==> src/rtl/sb_mac16.sv <==
// 16x16 multiply-accumulate slice: registered operands, an optional product
// pipeline register, and two 16-bit accumulators chained into one 32-bit unit.
module sb_mac16 #(
  parameter bit       A_SIGNED                 = 1'b0,
  parameter bit       B_SIGNED                 = 1'b0,
  parameter bit       PIPELINE_16x16_MULT_REG2 = 1'b0,
  parameter bit [1:0] TOPADDSUB_LOWERINPUT     = 2'b00,
  parameter bit [1:0] BOTADDSUB_LOWERINPUT     = 2'b00,
  parameter bit [1:0] TOPOUTPUT_SELECT         = 2'b00,
  parameter bit [1:0] BOTOUTPUT_SELECT         = 2'b00
) (
  input  logic        CLK,
  input  logic        IRSTTOP,
  input  logic        IRSTBOT,
  input  logic        ORSTTOP,
  input  logic        ORSTBOT,
  input  logic        CE,
  input  logic [15:0] A,
  input  logic [15:0] B,
  input  logic [15:0] C,
  input  logic [15:0] D,
  input  logic        AHOLD,
  input  logic        BHOLD,
  input  logic        CHOLD,
  input  logic        DHOLD,
  input  logic        OHOLDTOP,
  input  logic        OHOLDBOT,
  input  logic        OLOADTOP,
  input  logic        OLOADBOT,
  input  logic        ADDSUBTOP,
  input  logic        ADDSUBBOT,
  input  logic        CI,
  input  logic        ACCUMCI,
  input  logic        SIGNEXTIN,
  output logic [31:0] O,
  output logic        CO,
  output logic        ACCUMCO,
  output logic        SIGNEXTOUT
);

  logic [15:0] a_r, b_r, c_r, d_r;
  logic [15:0] acct_r, accb_r;
  logic [31:0] prod_s, p_s;
  logic [15:0] lt_s, lb_s;
  logic [16:0] top_sum_s, bot_sum_s;
  logic        cb_s;
  logic [31:0] o_s;
  logic        unused_s;

  function automatic logic [31:0] ext16(input logic [15:0] v, input logic sgn);
    ext16 = sgn ? {{16{v[15]}}, v} : {16'h0000, v};
  endfunction

  // Bit 16 of the 17-bit result is the carry (add) or the borrow (subtract).
  function automatic logic [16:0] add_sub(input logic [15:0] acc, input logic [15:0] opnd,
                                          input logic cin, input logic sub);
    if (sub) begin
      add_sub = {1'b0, acc} - {1'b0, opnd} - {16'h0000, cin};
    end else begin
      add_sub = {1'b0, acc} + {1'b0, opnd} + {16'h0000, cin};
    end
  endfunction

  function automatic logic [15:0] lower_sel(input logic [1:0] sel, input logic [15:0] reg_v,
                                            input logic [15:0] p_half);
    case (sel)
      2'b00, 2'b01: lower_sel = reg_v;
      2'b10:        lower_sel = p_half;
      2'b11:        lower_sel = 16'h0000;
      default:      lower_sel = 16'h0000;
    endcase
  endfunction

  function automatic logic [15:0] out_sel(input logic [1:0] sel, input logic [15:0] sum_v,
                                          input logic [15:0] acc_v, input logic [15:0] p_half);
    case (sel)
      2'b00:        out_sel = sum_v;
      2'b01:        out_sel = acc_v;
      2'b10, 2'b11: out_sel = p_half;
      default:      out_sel = 16'h0000;
    endcase
  endfunction

  // Top operand registers A and C
  always_ff @(posedge CLK) begin
    if (IRSTTOP) begin
      a_r <= 16'h0000;
      c_r <= 16'h0000;
    end else if (CE) begin
      if (!AHOLD) a_r <= A;
      if (!CHOLD) c_r <= C;
    end
  end

  // Bottom operand registers B and D
  always_ff @(posedge CLK) begin
    if (IRSTBOT) begin
      b_r <= 16'h0000;
      d_r <= 16'h0000;
    end else if (CE) begin
      if (!BHOLD) b_r <= B;
      if (!DHOLD) d_r <= D;
    end
  end

  // Only the low 32 bits of the extended product are kept, which is exact for 16x16.
  assign prod_s = ext16(a_r, A_SIGNED) * ext16(b_r, B_SIGNED);

  if (PIPELINE_16x16_MULT_REG2) begin : g_preg
    logic [31:0] p_r;
    // Product pipeline register, cleared with the top input stage
    always_ff @(posedge CLK) begin
      if (IRSTTOP) begin
        p_r <= 32'h0000_0000;
      end else if (CE) begin
        p_r <= prod_s;
      end
    end
    assign p_s = p_r;
  end else begin : g_pcomb
    assign p_s = prod_s;
  end

  assign lt_s      = lower_sel(TOPADDSUB_LOWERINPUT, c_r, p_s[31:16]);
  assign lb_s      = lower_sel(BOTADDSUB_LOWERINPUT, d_r, p_s[15:0]);
  assign bot_sum_s = add_sub(accb_r, lb_s, CI, ADDSUBBOT);
  assign cb_s      = bot_sum_s[16];
  assign top_sum_s = add_sub(acct_r, lt_s, cb_s, ADDSUBTOP);

  // Top accumulator: reset, then hold, then load, then accumulate
  always_ff @(posedge CLK) begin
    if (ORSTTOP) begin
      acct_r <= 16'h0000;
    end else if (!CE || OHOLDTOP) begin
      acct_r <= acct_r;
    end else if (OLOADTOP) begin
      acct_r <= c_r;
    end else begin
      acct_r <= top_sum_s[15:0];
    end
  end

  // Bottom accumulator: reset, then hold, then load, then accumulate
  always_ff @(posedge CLK) begin
    if (ORSTBOT) begin
      accb_r <= 16'h0000;
    end else if (!CE || OHOLDBOT) begin
      accb_r <= accb_r;
    end else if (OLOADBOT) begin
      accb_r <= d_r;
    end else begin
      accb_r <= bot_sum_s[15:0];
    end
  end

  // Output source select per half
  always_comb begin
    o_s = 32'h0000_0000;
    o_s[31:16] = out_sel(TOPOUTPUT_SELECT, top_sum_s[15:0], acct_r, p_s[31:16]);
    o_s[15:0]  = out_sel(BOTOUTPUT_SELECT, bot_sum_s[15:0], accb_r, p_s[15:0]);
  end

  assign O          = o_s;
  assign CO         = top_sum_s[16];
  assign ACCUMCO    = top_sum_s[16];
  assign SIGNEXTOUT = o_s[31];
  // Cascade inputs have no function in this slice.
  assign unused_s   = ^{ACCUMCI, SIGNEXTIN};

endmodule

==> config.mk <==
export PLATFORM = sky130hd
export DESIGN_NAME = sb_mac16
export DESIGN_NICKNAME = d
export VERILOG_FILES = /design/src/rtl/sb_mac16.sv
export SDC_FILE = /design/constraint.sdc
export NUM_CORES = 1
export LEC_CHECK = 0
export CAP_MARGIN = 0
export CORE_UTILIZATION = 51
export CTS_CLUSTER_DIAMETER = 30
export DETAILED_ROUTE_END_ITERATION = 12
export PLACE_DENSITY = 0.78
export SYNTH_ARGS = -nofsm -noshare
export SYNTH_HDL_FRONTEND = slang
export SYNTH_SLANG_ARGS = --single-unit
==> constraint.sdc <==
create_clock -name CLK -period 9.04 [get_ports CLK]
set_clock_uncertainty 0.15 [all_clocks]
set_input_delay 1.808 -clock CLK [delete_from_list [all_inputs] [get_ports CLK]]
set_output_delay 1.808 -clock CLK [all_outputs]
set_load 0.1 [all_outputs]
==> summary.md <==
| Metric | Value |
|---|---|
| Outcome | `complete, no violations` |
| Cell variety after synth | `75` |
| Crit path to | `ACCUMCO` |
| Vias/cell | `5.68` |
| Clk buf depth | `2` |
| Worst reg2reg path startpoint | `accb_r[4]` |
| Top Metal Used | `met4` |
| Clock Tree Root | `clkbuf_16` |
| Fillers | `1111` |
| First-pass DRT Iterations | `7` |
| Met2 WL | `8.51 mm` |
| Count of final setup violators | `0` |
| R2r setup slk | `3.35 ns` |
| Clk_lat worst skew | `0.35 ns` |
| Tightest Pin Transition | `1.06 ns` |
| Syn Inst Count | `890` |
| Worst r2r path cells | `27` |
| Core box area | `12700 um2` |
| Total gr overflow | `0` |
| RSZ-0062 raised after global routing | `false` |
| Worst path slowest cell | `fa_1` |
| Max-slew violation count | `0` |
| Die H | `116 um` |
| Ys Warns | `0` |
| CTS buffer count | `9` |
| Class of the worst hold path | `reg -> reg` |
| Top FF cell, synth | `dfxtp_1` |
| Syn nets | `1071` |
| Via count | `6482` |
| Crit path kind | `in -> out` |
| Worst Setup Start Kind | `input pin` |
| Crit end category | `primary output` |
| Final ANT Viol Nets | `0` |
| Area Growth Syn to Fin | `24.2%` |
| DIE AREA | `13500 um2` |
| N_diodes | `0` |
| Final wirelength | `18.3 mm` |
| Final core utilization | `65.0%` |
| P_leak | `0.00360 uW` |
| DRC errors left | `0` |
| Critical path required time | `7.08 ns` |
| Sequential area share after synthesis | `19.3%` |
| Min Hold Slack | `0.331 ns` |
| Vias in the first global route | `6397` |
| Post-synth EDFFs | `0` |
| CP most frequent cell | `nor2_1` |
| Peak supply drop | `0.000179 V` |
| CTS hold repair buffers | `0` |
| Initial antenna violation count | `0` |
| Share of cells above drive strength 1 | `10.4%` |
| Total track usage | `28.7%` |
| Slowest stage delay, CP | `0.51 ns` |
| CTS tree | `yes` |
| Fmax achieved | `114 MHz` |
| Min Tclk post-route | `8.79 ns` |
| Initial Util | `52.3%` |
| # rows | `41` |
| Met3 wire length | `1.19 mm` |
| PortBufs | `81` |
| Period utilization | `97.2%` |
| FF+latch count, synth | `64` |
| H-tree levels | `3` |
| RR Endpoint | `acct_r[14]` |
| First-pass GRT wire length | `30.0 mm` |
| Final Hold Viols | `0` |
| Pwr dens | `198 nW/um2` |
| Die X | `116 um` |
| IO Count | `118` |
| Final GP Congestion | `0.933` |
| Wl on met1 | `8.05 mm` |
| Worst-path maximum fanout | `3` |
| Clock sink count | `64` |
| Largest net degree at the start of global routing | `35` |
| Worst path arrival time | `6.83 ns` |
| WL/cell | `16.0 um` |
| Cell area after synthesis | `6630 um2` |
| Max-cap viol count | `0` |
| Iter 0 DRT Violations | `412` |
| Layout Nets | `1146` |
| Clk slew on worst S/H paths | `0.06 ns` |
| Worst slew margin | `29.1%` |
| DP Wirelength | `13.6 mm` |
| Syn_area_per_cell | `7.45 um2` |
| Synth async-reset ratio | `0%` |
| Worst setup startpoint | `CI` |
Yosys cell counts, types with 9 or more instances:
cell type	instances	area, um2
inv_1	110	413
nand2_1	109	409
a21oi_1	104	521
ha_1	90	1130
dfxtp_1	64	1280
nor2_1	43	161
xnor2_1	36	315
clkbuf_1	31	116
o21ai_0	29	145
nand2b_1	19	119
nand3_1	19	95.1
mux2i_1	17	170
nor2b_1	17	106
o21ai_1	15	75.1
nor3_1	12	60.1
a211oi_1	11	82.6
o211ai_1	10	75.1
xor2_1	9	78.8
power by group:
| part | internal [uW] | switching [uW] | leakage, uW |
|---|---|---|---|
| combinational | 327 | 600 | 0.00292 |
| sequential | 298 | 15.6 | 0.000524 |
| clock | 244 | 146 | 0.000153 |
metal layers:
| metal | global-route usage [%] | vias to the layer above |
|---|---|---|
| met5 | 0 | - |
| met4 | 12.2 | 0 |
| met3 | 7.85 | 43 |
| met2 | 47.9 | 192 |
| met1 | 34.7 | 3015 |
| li1 | - | 3232 |
kinds of logic (layout without fill, tap and decap cells):
family | count (synthesis) | count (layout) | synth area share [%]
AO/OA/AOI/OAI | 260 | 260 | 25.9
AND/OR/NAND/NOR | 252 | 252 | 17.9
buffers and inverters | 153 | 233 | 8.77
adder cells (fa/ha/maj) | 98 | 98 | 19.4
flip-flops | 64 | 64 | 19.3
XOR/XNOR | 45 | 45 | 5.94
multiplexers | 18 | 18 | 2.74
metrics by stage:
step                      worst slack, ns  instance area, um2  setup TNS, ns  std cells  power [uW]
final                               0.249                8240              0       1142        1630
after global routing               0.0206                8240              0       1142        1710
after CTS                          0.0270                8230              0       1141        1630
after detailed placement           -0.462                7840          -1.62       1122        1230
after global placement             -0.303                7840         -0.910       1122        1220
after floorplan                    -0.277                6650         -0.277        890         970
sequential cells by signal, indices dropped and copies added, names as in the netlist:
| name | cells |
|---|---|
| accb_r | 16 |
| acct_r | 16 |
| c_r | 16 |
| d_r | 16 |
worst max-delay path, delay by kind of cell:
family | cells | cell delay, ns
XOR/XNOR | 1 | 0.16
buffers and inverters | 6 | 0.62
AO/OA/AOI/OAI | 8 | 1.62
AND/OR/NAND/NOR | 8 | 1.07
adder cells (fa/ha/maj) | 5 | 1.55
timing repair:
action,4_1_cts,5_1_grt
gates resized for setup,14,1
buffers inserted,3,1
setup endpoints to repair,7,7
pin swaps,12,7
cell type report:
cell class	instances	area [um2]	share of cell area, %
clock inverter	7	101	1.23
inverter	114	428	5.20
timing repair buffer	103	1150	14.0
multi-input combinational	673	4830	58.7
clock buffer	9	225	2.73
tap	172	215	2.61
sequential	64	1280	15.6
worst min-delay path by stage:
stage               startpoint  cells past startpoint  slack [ns]         end
finish              accb_r[10]                      2        0.33  accb_r[10]
detailed placement   acct_r[4]                      2        0.32   acct_r[4]
global route         acct_r[9]                      2        0.36   acct_r[9]
global placement     accb_r[2]                      2        0.31   accb_r[2]
floorplan            accb_r[2]                      2        0.30   accb_r[2]
CTS                 accb_r[10]                      2        0.33  accb_r[10]
cell usage in the layout, fill, tap and decap left out, types with 6 or more instances in the layout:
master,count
a211oi_1,11
a21o_1,7
a21oi_1,102
a221oi_1,6
a31oi_1,6
buf_12,18
buf_4,22
clkbuf_16,9
clkdlybuf4s50_1,61
dfxtp_1,64
ha_1,90
inv_1,109
mux2i_1,15
nand2_1,109
nand2b_1,19
nand3_1,19
nor2_1,43
nor2b_1,16
nor3_1,12
o211ai_1,10
o21ai_0,28
o21ai_1,15
o21bai_1,7
o31ai_1,6
xnor2_1,36
xor2_1,9
No activity file was read; power rests on OpenSTA's default activity.
